`src/rtl/histogram_ctrl.sv`:
```
// Session sequencer for the data_statistics histogram block: clear, collect, drain, read out.
// Ports: clock/rst, cmd_start/dump_req, in_* sample stream, hs_* stats port, out_* result stream, status.
module histogram_ctrl #(
  parameter int DSIZE     = 8,
  parameter int DRAIN_CYC = 16,
  parameter int RD_LAT    = 2,
  parameter int FDEPTH    = 4
) (
  input  logic             clock,
  input  logic             rst,
  input  logic             cmd_start,
  input  logic [DSIZE-1:0] in_data,
  input  logic             in_vld,
  input  logic             in_last,
  output logic             in_rdy,
  output logic             hs_start,
  output logic             hs_finish,
  output logic [DSIZE-1:0] hs_data,
  output logic             hs_vld,
  output logic [DSIZE-1:0] hs_index,
  output logic             hs_get_summary,
  input  logic [31:0]      hs_summary,
  input  logic             dump_req,
  output logic [DSIZE-1:0] out_bin,
  output logic [31:0]      out_cnt,
  output logic             out_vld,
  input  logic             out_rdy,
  output logic             out_last,
  output logic [31:0]      sample_cnt,
  output logic             done,
  output logic             busy
);

  localparam int DCW = (DRAIN_CYC > 1) ? $clog2(DRAIN_CYC) : 1;
  localparam int PW  = (FDEPTH > 1) ? $clog2(FDEPTH) : 1;
  localparam int CW  = $clog2(FDEPTH + 1) + 1;

  typedef enum logic [2:0] {
    S_IDLE,
    S_CLEAR,
    S_COLLECT,
    S_FLUSH,
    S_DRAIN,
    S_READY,
    S_DUMP
  } state_t;

  state_t state, state_n;

  logic             accept;
  logic [DCW-1:0]   drain_cnt;
  logic [DSIZE:0]   issue_cnt;
  logic             issue;
  logic [RD_LAT-1:0] tag_vld;
  logic [DSIZE-1:0] tag_bin [RD_LAT];
  logic [DSIZE-1:0] f_bin [FDEPTH];
  logic [31:0]      f_cnt [FDEPTH];
  logic [PW-1:0]    wr_ptr, rd_ptr;
  logic [CW-1:0]    fifo_count, outstanding;
  logic             push, pop, head_last;
  logic [32:0]      sample_q;

  assign accept = (state == S_COLLECT) && in_vld;
  assign push   = tag_vld[RD_LAT-1];
  assign pop    = out_vld && out_rdy;

  // Tags in flight plus FIFO entries bound how many reads may be issued.
  always_comb begin
    outstanding = '0;
    for (int i = 0; i < RD_LAT; i++)
      outstanding = outstanding + CW'(tag_vld[i]);
  end

  assign issue = (state == S_DUMP) && !issue_cnt[DSIZE] &&
                 ((outstanding + fifo_count) < CW'(FDEPTH));

  assign head_last = (f_bin[rd_ptr] == '1);

  always_comb begin
    state_n        = state;
    in_rdy         = 1'b0;
    hs_start       = 1'b0;
    hs_finish      = 1'b0;
    hs_get_summary = 1'b0;
    busy           = 1'b1;
    unique case (state)
      S_IDLE: begin
        busy = 1'b0;
        if (cmd_start) state_n = S_CLEAR;
      end
      S_CLEAR: begin
        hs_start = 1'b1;
        state_n  = S_COLLECT;
      end
      S_COLLECT: begin
        in_rdy = 1'b1;
        if (accept && in_last) state_n = S_FLUSH;
      end
      S_FLUSH: state_n = S_DRAIN;
      S_DRAIN: begin
        hs_finish = (drain_cnt == DCW'(DRAIN_CYC - 1));
        if (drain_cnt == '0) state_n = S_READY;
      end
      S_READY: begin
        busy = 1'b0;
        if (cmd_start)     state_n = S_CLEAR;
        else if (dump_req) state_n = S_DUMP;
      end
      S_DUMP: begin
        hs_get_summary = 1'b1;
        if (pop && head_last) state_n = S_READY;
      end
      default: state_n = S_IDLE;
    endcase
  end

  always_ff @(posedge clock) begin
    if (rst) begin
      state      <= S_IDLE;
      drain_cnt  <= '0;
      issue_cnt  <= '0;
      tag_vld    <= '0;
      wr_ptr     <= '0;
      rd_ptr     <= '0;
      fifo_count <= '0;
      hs_vld     <= 1'b0;
      hs_data    <= '0;
      sample_q   <= '0;
      done       <= 1'b0;
    end else begin
      state <= state_n;
      done  <= (state == S_DRAIN) && (drain_cnt == '0);

      if (state == S_FLUSH)
        drain_cnt <= DCW'(DRAIN_CYC - 1);
      else if ((state == S_DRAIN) && (drain_cnt != '0))
        drain_cnt <= drain_cnt - 1'b1;

      hs_vld <= accept;
      if (accept) hs_data <= in_data;

      // Cleared on entry so the count reads 0 during CLEAR itself.
      if (state_n == S_CLEAR)
        sample_q <= '0;
      else if (accept && !sample_q[32])
        sample_q <= sample_q + 1'b1;

      if (state != S_DUMP)
        issue_cnt <= '0;
      else if (issue)
        issue_cnt <= issue_cnt + 1'b1;

      tag_vld[0] <= issue;
      for (int i = 1; i < RD_LAT; i++)
        tag_vld[i] <= tag_vld[i-1];

      if (push)
        wr_ptr <= (wr_ptr == PW'(FDEPTH - 1)) ? '0 : wr_ptr + 1'b1;
      if (pop)
        rd_ptr <= (rd_ptr == PW'(FDEPTH - 1)) ? '0 : rd_ptr + 1'b1;
      fifo_count <= fifo_count + CW'(push) - CW'(pop);
    end
  end

  always_ff @(posedge clock) begin
    tag_bin[0] <= issue_cnt[DSIZE-1:0];
    for (int i = 1; i < RD_LAT; i++)
      tag_bin[i] <= tag_bin[i-1];
    if (push) begin
      f_bin[wr_ptr] <= tag_bin[RD_LAT-1];
      f_cnt[wr_ptr] <= hs_summary;
    end
  end

  // Low bits of the issue counter wrap to 0 once the sweep ends.
  assign hs_index   = issue_cnt[DSIZE-1:0];
  assign out_vld    = (fifo_count != '0);
  assign out_bin    = out_vld ? f_bin[rd_ptr] : '0;
  assign out_cnt    = out_vld ? f_cnt[rd_ptr] : '0;
  assign out_last   = out_vld && head_last;
  assign sample_cnt = sample_q[32] ? 32'hFFFF_FFFF : sample_q[31:0];

endmodule
```
`config.mk`:
```
export PLATFORM = sky130hd
export DESIGN_NAME = histogram_ctrl
export DESIGN_NICKNAME = d
export VERILOG_FILES = /design/src/rtl/histogram_ctrl.sv
export SDC_FILE = /design/constraint.sdc
export NUM_CORES = 1
export LEC_CHECK = 0
export CORE_MARGIN = 5
export CORE_UTILIZATION = 54
export DETAILED_ROUTE_END_ITERATION = 10
export PLACE_DENSITY = 0.79
export SLEW_MARGIN = 20
export SYNTH_ARGS = -nofsm -noshare
export SYNTH_HDL_FRONTEND = slang
export SYNTH_SLANG_ARGS = --single-unit
```
`constraint.sdc`:
```
create_clock -name clock -period 2.9 [get_ports clock]
set_clock_uncertainty 0.05 [all_clocks]
set_input_delay 0.87 -clock clock [delete_from_list [all_inputs] [get_ports clock]]
set_output_delay 0.87 -clock clock [all_outputs]
set_load 0.05 [all_outputs]
```
After elaboration in Yosys (flattened, before gate mapping)
Memories as Yosys holds them, arrays and structs flattened. A register that Yosys moved wholly into a read port is not among the register bits.
Index checks and enable logic that the tools add are counted.
- memories kept: 3
- output and inout port bits: 97
- input bits: 47
- memory bits (read-only): 0
- memory bits (writable): 176
- bits in latches: 0
- logic and storage cells: 81
- bits in registers: 69
- memories (memory ; depth ; width ; read ports ; clocked after memory_dff ; wr ports ; RTL line ; source):
    f_cnt ; 4 ; 32 ; 1 ; 1 ; 1 ; 57 ; logic [31:0] f_cnt [FDEPTH];
    f_bin ; 4 ; 8 ; 1 ; 1 ; 1 ; 56 ; logic [DSIZE-1:0] f_bin [FDEPTH];
    tag_bin ; 2 ; 8 ; 2 ; 0 ; 2 ; 55 ; logic [DSIZE-1:0] tag_bin [RD_LAT];
- shift operators: 0
- equal/unequal tests: 12
- add/subtract/negate cells: 9
- bitwise operators: 0
- $lt $le $gt $ge: 1
- reduce and logical (&&, ||, !) cells: 20
- muxes and demuxes: 25
- $mul: 0
- div/mod/pow operators: 0
- operators with widths (cell ; count):
    2-to-1 mux 32 bit ; 2
    adder 33 x 1 -> 33 bit, second input constant ; 1
    one-hot mux 3 bit (7 select lines) ; 1
    2-to-1 mux 3 bit ; 6
    2-to-1 mux 2 bit ; 6
    logical AND 1 bit ; 10
    adder 9 x 1 -> 9 bit, second input constant ; 1
    equality test 3 bit, second input constant ; 3
    equality test 8 bit, second input constant ; 1
    2-to-1 mux 4 bit ; 2
    2-to-1 mux 8 bit ; 1
    nonzero test 4 bit ; 2
    2-to-1 mux 1 bit ; 7
    equality test 3 x 1 -> 1 bit, second input constant ; 2
    equality test 3 x 2 -> 1 bit, second input constant ; 2
    OR reduction 2 bit ; 3
    adder 2 x 1 -> 2 bit, second input constant ; 2
    adder 2 x 4 -> 4 bit ; 1
    adder 4 x 1 -> 4 bit ; 1
    equality test 2 bit, second input constant ; 2
    equality test 4 bit, second input constant ; 1
    logical NOT 4 bit ; 1
    less-than comparator 4 x 3 -> 1 bit, second input constant ; 1
    subtractor 4 x 1 -> 4 bit ; 1
    6 further kinds ; 7

Depth between registers and ports, before layout
- depth in word-level cells: 7
- depth in mapped cells: 12
- gate-level depth less buffers: 12

Worst setup path after synthesis
Ideal clock, no wire load.
- path type: register to output
- start: register fifo_count[2]
- end: output port out_cnt[22]
- required time: 1.980 ns
- arrival: 1.949 ns
- stages on the path, launching flop included: 6
- path buffers: 1
- path slack: 0.031 ns
- cells stage by stage: dfxtp_1 -> inv_1 -> ha_1 -> nand3_1 -> clkbuf_1 -> and2_1
- longest elaborated chain between the ends: 2
- RTL lines (element ; RTL line ; source):
    from (decl) ; 59 ; logic [CW-1:0] fifo_count, outstanding;
    from (signal assigned) ; 161 ; fifo_count <= fifo_count + CW'(push) - CW'(pop);
    nonzero test 4 bit ; 177 ; assign out_vld = (fifo_count != '0);
    net out_vld ; 26 ; output logic out_vld,
    2-to-1 mux 32 bit ; 179 ; assign out_cnt = out_vld ? f_cnt[rd_ptr] : '0;
    to (decl) ; 25 ; output logic [31:0] out_cnt,
The timed path passes the listed nets, and every way through them passes these cells.

==> summary.md <==
Die
- area of the placeable core: 0.0181 mm2
- starting utilization of the core area: 55.3%
- x dimension of the die: 146 um
- Die Height: 146 um
- total die area: 0.0214 mm2
- count of standard-cell rows: 49
- number of top-level pins: 144

Pwr
- switching share of power: 32.7%
- total net switching power: 3.76 mW
- Clock power frac: 28.3%
- worst-case vdd ir drop: 0.560 mV
- power density over the cells: 888 mW/mm2
- internal cell power: 7.73 mW
- Combinational Power Share: 37.9%
- cell leakage power: 4.63 nW
- share of total power in sequential cells: 33.7%

Worst setup path
- WS Path Type: flop to output pin
- required time of the worst setup path: 1.98 ns
- largest stage delay on the critical path: 0.49 ns
- worst path bufs/invs: 3
- startpoint of the most critical register-to-register path: fifo_count[2]
- CP startpoint kind: flop
- end of the worst register-to-register path: fifo_count[2]
- critical path capture point type: output pin
- CP most frequent cell: buf_12
- R2R depth: 13
- crit path max fanout: 4
- CP max stage cell: mux4_2
- CP arrival: 2.17 ns
- Largest delay share family, worst path: multiplexers
- flop-to-flop setup slack: 0.37 ns
- cell breakdown of the critical path: buf_12, mux4_2, and4_1, nand4_1, buf_6, nor2_2, buf_12

Global routing
- wire length of the first global-routing pass: 34,800 um
- total gr overflow: 0
- Tot GR Track Use: 20.3%
- initial antenna violation count: 3
- via count of the first global-routing pass: 6,529
- largest net degree at the start of global routing: 41

Worst hold path
- cell count of the worst hold path: 0
- worst hold path type: flop to flop
- beginning of the worst hold path: tag_bin[0][3]
- Worst Hold End: tag_bin[0][11]

Logic synthesis
- Net Count, Synth: 780
- cell area after technology mapping: 0.0100 mm2
- per-instance average area after synthesis: 14.0 um2
- dominant synthesized flop cell: edfxtp_1
- Syn. warnings: 0
- post-synthesis sequential area ratio: 65.3%
- EDFF count, synth: 160
- number of unique standard cell types used by synthesis: 48
- Synth Register Bits: 247
- number of instances in the synthesized netlist: 716
- async set-reset flop share out of synthesis: 0%

STA
- number of endpoints failing setup at the final stage: 36
- worst hold margin: 0.274 ns
- final critical-path required period: 3.09 ns
- share of the cycle needed by the critical path after routing: 107%
- worst-margin pin slew: 0.644 ns
- fmax: 323 MHz
- setup repair after global routing missed its margin: true
- final number of max-transition violations: 0
- Final TNS setup: -3.36 ns
- relative slew slack: 57.1%
- post-route worst setup slack: -0.191 ns
- final hold violation count: 0

Cells and area
- fraction of final layout cells sized beyond drive strength 1: 30.0%
- relative area change from synthesis to final layout: 29.0%
- final net count: 938
- end-of-flow core utilization: 71.3%
- non-filler instance count after layout: 1,123

Run
- Maximum Capacitance Violations: 0

Route
- Via Count: 6,253
- Residual DRC: 0
- Vias per Instance: 5.57
- average routed wire per standard cell: 19.5 um
- Final ANT Viol Nets: 0
- count of routing violations after the opening detailed-route iteration: 363
- TritonRoute pass-1 iters: 4
- wire length reported by the detailed router: 21,900 um

Placed design
- DP Cell Count: 1,061
- final estimated routing congestion in global placement: 0.784
- Detailed Place HPWL: 13,500 um
- Port Buffer Count: 143
- worst setup slack before clock tree synthesis: -0.0137 ns

Clock tree
- H-tree lvl count: 1
- maximum clock insertion buffer count: 3
- CTS tree: yes
- Inserted Clock Buffers: 26
- clock insertion delay at the later pin of the skew report: 0.53 ns
- Root Buffer: clkbuf_16
- clock sink total: 247
- Clock transition at path regs: 0.06 ns

Status
- status: finished with violations
- violated checks: setup timing

-- what timing repair did --
| item | 4_1_cts | 5_1_grt |
|---|---|---|
| setup buffers | 9 | 3 |
| cloned | 3 | 0 |
| setup endpoints to repair | 42 | 57 |
| resized for setup | 33 | 77 |
| hold buffers | 0 | 0 |
| pin swaps | 3 | 18 |
-- how the worst max path moves through the flow --
| stage | slack [ns] | from | endpoint | depth (start not counted) |
|---|---|---|---|---|
| after global placement | 0.11 | in_vld | sample_q[27] | 6 |
| after floorplan | 0.03 | fifo_count[2] | out_cnt[22] | 5 |
| after global routing | -0.27 | flop | out_last | 7 |
| after detailed placement | -0.01 | in_vld | sample_q[27] | 6 |
| final | -0.19 | flop | out_last | 7 |
| after CTS | -0.23 | flop | out_last | 6 |
-- sequential cells by signal, summed over array words and instances, names as in the netlist, 3 cells and up, named ones only --
signal,count
f_bin,32
fifo_count,4
drain_cnt,4
sample_q,33
state,3
issue_cnt,9
hs_data,8
tag_bin,16
f_cnt,128
-- cell usage in the layout (no fill, tap or decap), drive strengths merged, types with 4 or more instances in the layout --
master	n
and2	49
mux4	40
or3	14
edfxtp	160
xnor2	24
nor4	4
a21o	4
and4	6
buf	104
nand3	15
nand2b	4
nor2	42
clkbuf	34
o21ai	17
a21oi	36
nor3b	5
or2	33
nor2b	5
nand2	42
nor3	13
dfxtp	87
clkinv	11
nand4	12
inv	21
xor2	7
clkdlybuf4s50	64
ha	16
-- synth_stat cells (2+ instances only) --
library cell | instances | share of area, %
edfxtp_1 | 160 | 48
dfxtp_1 | 87 | 17
and2_1 | 49 | 3.1
nand2_1 | 42 | 1.6
nor2_1 | 42 | 1.6
mux4_2 | 40 | 9.0
a21oi_1 | 35 | 1.7
or2_2 | 32 | 2.0
xnor2_1 | 24 | 2.1
inv_1 | 21 | 0.79
o21ai_0 | 17 | 0.85
ha_1 | 16 | 2.0
clkbuf_1 | 15 | 0.56
nand3_1 | 15 | 0.75
or3_1 | 14 | 0.87
nor3_1 | 13 | 0.65
buf_2 | 11 | 0.55
nand4_1 | 10 | 0.62
buf_4 | 8 | 0.60
xor2_1 | 7 | 0.61
and4_1 | 6 | 0.52
nor2b_1 | 5 | 0.31
a21o_1 | 4 | 0.30
buf_1 | 4 | 0.15
nand2b_1 | 4 | 0.25
nor3b_1 | 4 | 0.30
nor4_1 | 4 | 0.25
nand3b_1 | 3 | 0.22
a31o_2 | 2 | 0.17
and3_1 | 2 | 0.12
mux2i_1 | 2 | 0.20
nand4_2 | 2 | 0.25
-- per-stage QoR --
step	total power, mW	cell area (um2)
6_report	11.5	12900
5_1_grt	11.9	12900
4_1_cts	11.0	12700
3_5_place_dp	7.29	11500
3_3_place_gp	7.23	11500
2_1_floorplan	6.23	10000
-- layer usage --
layer / GRT usage [%] / part of all wire [%] / vias to the layer above
met5: 0 / 0.14 / -
li1: - / - / 2932
met1: 25.1 / 40 / 3102
met2: 36.3 / 52 / 166
met4: 5.93 / 2.6 / 4
met3: 4.06 / 5.0 / 49
-- power groups by stage --
stage	logic [mW]	registers, mW	clock network [mW]
2_1_floorplan	2.31	3.92	0
3_3_place_gp	3.28	3.95	0
3_5_place_dp	3.33	3.96	0
4_1_cts	3.86	3.87	3.30
5_1_grt	4.56	3.89	3.47
6_report	4.36	3.88	3.26
-- cell families after synthesis --
kind of cell | count (synthesis) | synth area share [%]
AO/OA/AOI/OAI | 63 | 3.65
AND/OR/NAND/NOR | 255 | 14.1
XOR/XNOR | 31 | 2.71
multiplexers | 42 | 9.18
buffers and inverters | 61 | 2.91
adder cells (fa/ha/maj) | 17 | 2.20
flip-flops | 247 | 65.3
-- final cells by class --
type                            instances  area (um2)
Clock buffer                           34         732
Fill cell                            1207        5210
Tap cell                              229         287
Clock inverter                         13         119
Sequential cell                       247        6560
Timing Repair Buffer                  170        1860
Multi-Input combinational cell        408        3300
Inverter                               21        78.8
Antenna cell                            1        2.50
Power figures use the tool's default switching activity.
==> variant 1 (same settings) <==
Set the parameter `RD_LAT` to 1 (it was 2).
--- a/src/rtl/histogram_ctrl.sv
+++ b/src/rtl/histogram_ctrl.sv
@@ -4,5 +4,5 @@
   parameter int DSIZE     = 8,
   parameter int DRAIN_CYC = 16,
-  parameter int RD_LAT    = 2,
+  parameter int RD_LAT    = 1,
   parameter int FDEPTH    = 4
 ) (
Formal check against the unedited RTL: no difference found for any inputs over 10 cycles, from zero or initial values and one cycle with rst high; that may be too few to reach the edited logic, so the function may still have changed.
==> variant 1 against the original RTL <==
The run still ends with negative setup slack left. Die area decreased by 0.35%. Non-clock buffer count is 14 higher. Sequential share of layout area fell by 1.2 points. Sequential cell count is 9 lower. Area after synthesis down 0.37%. Combinational power is 15% lower. Total power is 10% lower. Wire length increased by 2.9%. Design area decreased by 0.40%. Setup slack gained 0.066 ns.
==> variant 1: results (changes against the original RTL) <==
<table>
<tr><th>Metric</th><th>Value</th></tr>
<tr><th colspan="2">GRT</th></tr>
<tr><td>First-pass GRT wire length</td><td>35700 µm (was 34800 µm)</td></tr>
<tr><td>Global routing met3 resource utilization</td><td>4.12% (was 4.06%)</td></tr>
<tr><td>Met1 GRT Util</td><td>26.3% (was 25.1%)</td></tr>
<tr><td>Total routing resource utilization after global routing</td><td>20.4% (was 20.3%)</td></tr>
<tr><th colspan="2">Synth</th></tr>
<tr><td>Mean instance size in the synthesized netlist</td><td>13.9 µm² (was 14.0 µm²)</td></tr>
<tr><td>Most common library cells after synthesis</td><td>160 x sky130_fd_sc_hd__edfxtp_1, 78 x sky130_fd_sc_hd__dfxtp_1, 56 x sky130_fd_sc_hd__nand2_1, 48 x sky130_fd_sc_hd__and2_1, 40 x sky130_fd_sc_hd__mux4_2 (was 160 x sky130_fd_sc_hd__edfxtp_1, 87 x sky130_fd_sc_hd__dfxtp_1, 49 x sky130_fd_sc_hd__and2_1, 42 x sky130_fd_sc_hd__nand2_1, 42 x sky130_fd_sc_hd__nor2_1)</td></tr>
<tr><td>Net count after synthesis</td><td>779 (was 780)</td></tr>
<tr><th colspan="2">Setup path</th></tr>
<tr><td>Crit path largest cell delay</td><td>0.52 ns (was 0.49 ns)</td></tr>
<tr><th colspan="2">Status</th></tr>
<tr><td>Run status</td><td>finished with violations (unchanged)</td></tr>
<tr><td>Violated checks</td><td>negative setup slack (unchanged)</td></tr>
<tr><th colspan="2">Power and ir drop</th></tr>
<tr><td>Static power due to leakage</td><td>4.51 nW (was 4.63 nW)</td></tr>
<tr><td>IR drop worst, VDD</td><td>507 µV (was 560 µV)</td></tr>
<tr><th colspan="2">Route</th></tr>
<tr><td>Highest layer used for signal routing</td><td>met4 (was met5)</td></tr>
<tr><td>Routed WL</td><td>22500 µm (was 21900 µm)</td></tr>
<tr><td>Detailed-route wire length on metal 1</td><td>9190 µm (was 8860 µm)</td></tr>
<tr><td>Number of DRC markers after the initial detailed-route iteration</td><td>400 (was 363)</td></tr>
<tr><th colspan="2">Timing</th></tr>
<tr><td>Number of setup violations in the final report</td><td>36 (unchanged)</td></tr>
<tr><td>Crit path setup slack, layout</td><td>-0.125 ns (was -0.191 ns)</td></tr>
<tr><th colspan="2">Layout</th></tr>
<tr><td>Antenna Diode Count</td><td>0 (was 1)</td></tr>
<tr><td>Final standard cell count with taps included and fillers excluded</td><td>1126 (was 1123)</td></tr>
<tr><td>Fraction of final layout cells sized beyond drive strength 1</td><td>31.3% (was 30.0%)</td></tr>
<tr><td>Final-stage net count</td><td>940 (was 938)</td></tr>
<tr><th colspan="2">Clocking</th></tr>
<tr><td>Clock buffer count from CTS</td><td>24 (was 26)</td></tr>
<tr><th colspan="2">Placement</th></tr>
<tr><td>Last weighted congestion value of the routability-driven placer</td><td>0.836 (was 0.784)</td></tr>
<tr><td>Dpl hpwl</td><td>14000 µm (was 13500 µm)</td></tr>
</table>
variant 1: cell types whose count changed after synthesis, sizes merged, moves of 6 or more:
cell,before,now
clkbuf,15,21
dfxtp,87,78
mux2i,2,17
nand2,42,56
nand2b,4,12
nor2,42,18
nor3,13,4
nor4,4,18
o21ai,17,6
o31ai,1,12
or4,1,14
xnor2,24,10
variant 1: kinds of logic (layout without fill, tap and decap cells):
kind of cell,after synthesis,after routing,share of synthesized area (%)
simple gates,269,269,15.9
mux,58,58,10.8
fa+ha+maj,13,13,1.63
flops,238,238,63.7
xor+xnor,15,15,1.31
buf+inv,68,246,3.14
compound gates,58,58,3.48
variant 1: path summary, 6_finish.rpt:
path	slack, ns	cells after the start	endpoint	startpoint
max	-0.12	5	out_last	flop
max reg2reg	0.55	6	issue_cnt[2]	push
min reg2reg	0.35	0	tag_bin[0][1]	issue_cnt[1]
min	0.35	0	tag_bin[0][1]	issue_cnt[1]
variant 1: final cells by class:
type / count / area [µm²]
multi-input cells: 413 / 3420
fillers: 1146 / 5200
inverters: 19 / 71.3
repair buffers: 184 / 1990
clock buffers: 36 / 708
flip-flops and latches: 238 / 6370
well taps: 229 / 287
clock inverters: 7 / 32.5
variant 1: where the power goes:
part	switching, mW	internal (mW)
sequential	0.0664	3.66
combinational	1.93	1.78
clock	1.21	1.68
variant 1: timing repair:
| item | 4_1_cts | 5_1_grt |
|---|---|---|
| buffers inserted | 8 | 4 |
| pin swaps | 3 | 23 |
| cloned | 2 | 2 |
| endpoints found under the setup margin | 44 | 42 |
| gates resized for setup | 83 | 38 |
variant 1: per-stage QoR:
step           cell area, µm²  worst slack, ns
2_1_floorplan           10000           0.0194
3_3_place_gp            11600           0.0432
3_5_place_dp            11600           0.0167
4_1_cts                 12700           -0.145
5_1_grt                 12900           -0.205
6_report                12900           -0.125
==> variant 2 (same flow settings) <==
Without the edit above. Put a register stage on the output `sample_cnt`, without a reset. The value now appears one clock later. The other outputs are not delayed to match.
--- a/src/rtl/histogram_ctrl.sv
+++ b/src/rtl/histogram_ctrl.sv
@@ -179,5 +179,7 @@
   assign out_cnt    = out_vld ? f_cnt[rd_ptr] : '0;
   assign out_last   = out_vld && head_last;
-  assign sample_cnt = sample_q[32] ? 32'hFFFF_FFFF : sample_q[31:0];
+  always_ff @(posedge clock) begin
+    sample_cnt <= sample_q[32] ? 32'hFFFF_FFFF : sample_q[31:0];
+  end
 
 endmodule
Behaviour: not the same (Yosys sat finds a counterexample within 4 cycles, from zero or initial values and one cycle with rst high).
==> variant 2 against the original RTL <==
The run still ends with negative setup slack left. Setup slack better by 0.12 ns. Design area is 6.4% higher. Critical path depth fell by 1. Wire length fell by 1.8%. Total power up 1.8%. Clock power grew 5%. Non-clock buffer count up 2. Sequential cell count grew 32. Area after synthesis up 7.2%.
==> variant 2: results (changes against the original RTL) <==
<table>
<tr><th>Metric</th><th>Value</th></tr>
<tr><th colspan="2">Status</th></tr>
<tr><td>Run status</td><td>finished with violations (unchanged)</td></tr>
<tr><td>Violated checks</td><td>negative setup slack (unchanged)</td></tr>
<tr><th colspan="2">Hold path</th></tr>
<tr><td>Destination of the worst hold path</td><td>tag_bin[0][9] (was tag_bin[0][11])</td></tr>
<tr><th colspan="2">Placement</th></tr>
<tr><td>Cell count after placement</td><td>1131 (was 1061)</td></tr>
<tr><td>Place WS</td><td>0.165 ns (was -0.0137 ns)</td></tr>
<tr><td>Instance area after placement</td><td>12500 µm² (was 11500 µm²)</td></tr>
<tr><th colspan="2">Layout</th></tr>
<tr><td>Final-stage net count</td><td>969 (was 938)</td></tr>
<tr><td>Top flop regs</td><td>f_cnt x128, sample_q x33 (was f_cnt x128, sample_q x33, f_bin x32)</td></tr>
<tr><th colspan="2">Power and ir drop</th></tr>
<tr><td>Static power due to leakage</td><td>4.86 nW (was 4.63 nW)</td></tr>
<tr><th colspan="2">Synth</th></tr>
<tr><td>Share of the synthesized area in compound gates (AO/OA/AOI/OAI)</td><td>2.75% (was 3.65%)</td></tr>
<tr><td>Synthesized-area fraction occupied by xor and xnor cells</td><td>3.01% (was 2.71%)</td></tr>
<tr><th colspan="2">Route</th></tr>
<tr><td>Final routed wire length divided by cell count</td><td>18.0 µm (was 19.5 µm)</td></tr>
<tr><td>Highest layer used for signal routing</td><td>met4 (was met5)</td></tr>
<tr><td>Wire length on met2</td><td>10400 µm (was 11300 µm)</td></tr>
<tr><th colspan="2">Setup path</th></tr>
<tr><td>Reg-to-reg setup timing slack</td><td>0.59 ns (was 0.37 ns)</td></tr>
<tr><th colspan="2">Timing</th></tr>
<tr><td>Crit path setup slack, layout</td><td>-0.0673 ns (was -0.191 ns)</td></tr>
<tr><td>Number of setup violations in the final report</td><td>13 (was 36)</td></tr>
<tr><td>Sum of negative setup slack</td><td>-0.445 ns (was -3.36 ns)</td></tr>
<tr><td>Post-Route Hold Slack</td><td>0.279 ns (was 0.274 ns)</td></tr>
<tr><th colspan="2">Clocking</th></tr>
<tr><td># resized after CTS</td><td>20 (was 33)</td></tr>
</table>
-- variant 2: cell types whose count changed after synthesis, sizes merged, moves of 4 or more --
cell / before / now
dfxtp: 87 / 119
o21ai: 17 / 7
nor2b: 5 / 47
nand2: 42 / 35
xnor2: 24 / 33
and2: 49 / 6
a21oi: 36 / 26
a31oi: 0 / 4
nor2: 42 / 55
nor4: 4 / 12
or3: 14 / 2
-- variant 2: kinds of logic after synthesis --
group           count (synthesis)
fa+ha+maj                      17
flops                         279
compound gates                 50
mux                            43
xor+xnor                       37
buf+inv                        66
simple gates                  254
-- variant 2: how the worst max path moves through the flow --
stage / start / to / slack, ns / depth (start not counted)
after floorplan: flop / out_last / 0.06 / 6
after global placement: in_vld / sample_q[31] / 0.23 / 6
after detailed placement: in_vld / sample_q[18] / 0.16 / 6
after CTS: flop / out_cnt[26] / -0.11 / 5
after global routing: flop / out_cnt[27] / -0.13 / 5
final: flop / out_last / -0.07 / 6
-- variant 2: power by group --
part           internal (mW)  switching, mW
Sequential              4.25          0.117
Combinational           1.64           2.26
Clock                   1.98           1.45
-- variant 2: final cells by class --
class	instances	area, µm²
inverter	24	90.1
antenna	1	2.50
clock buffer	29	683
clock inverter	20	194
tap	265	332
fill	1311	5750
timing repair buffer	172	1950
multi-input combinational	401	3330
sequential	279	7190
-- variant 2: critical path: stages, from the launching register on --
cell and delay, ns:
sky130_fd_sc_hd__dfxtp_4 0.40, sky130_fd_sc_hd__buf_6 0.13, sky130_fd_sc_hd__mux4_2 0.50, sky130_fd_sc_hd__nand4_1 0.15, sky130_fd_sc_hd__or2_4 0.15, sky130_fd_sc_hd__nor2_4 0.04
sky130_fd_sc_hd__buf_12 0.15
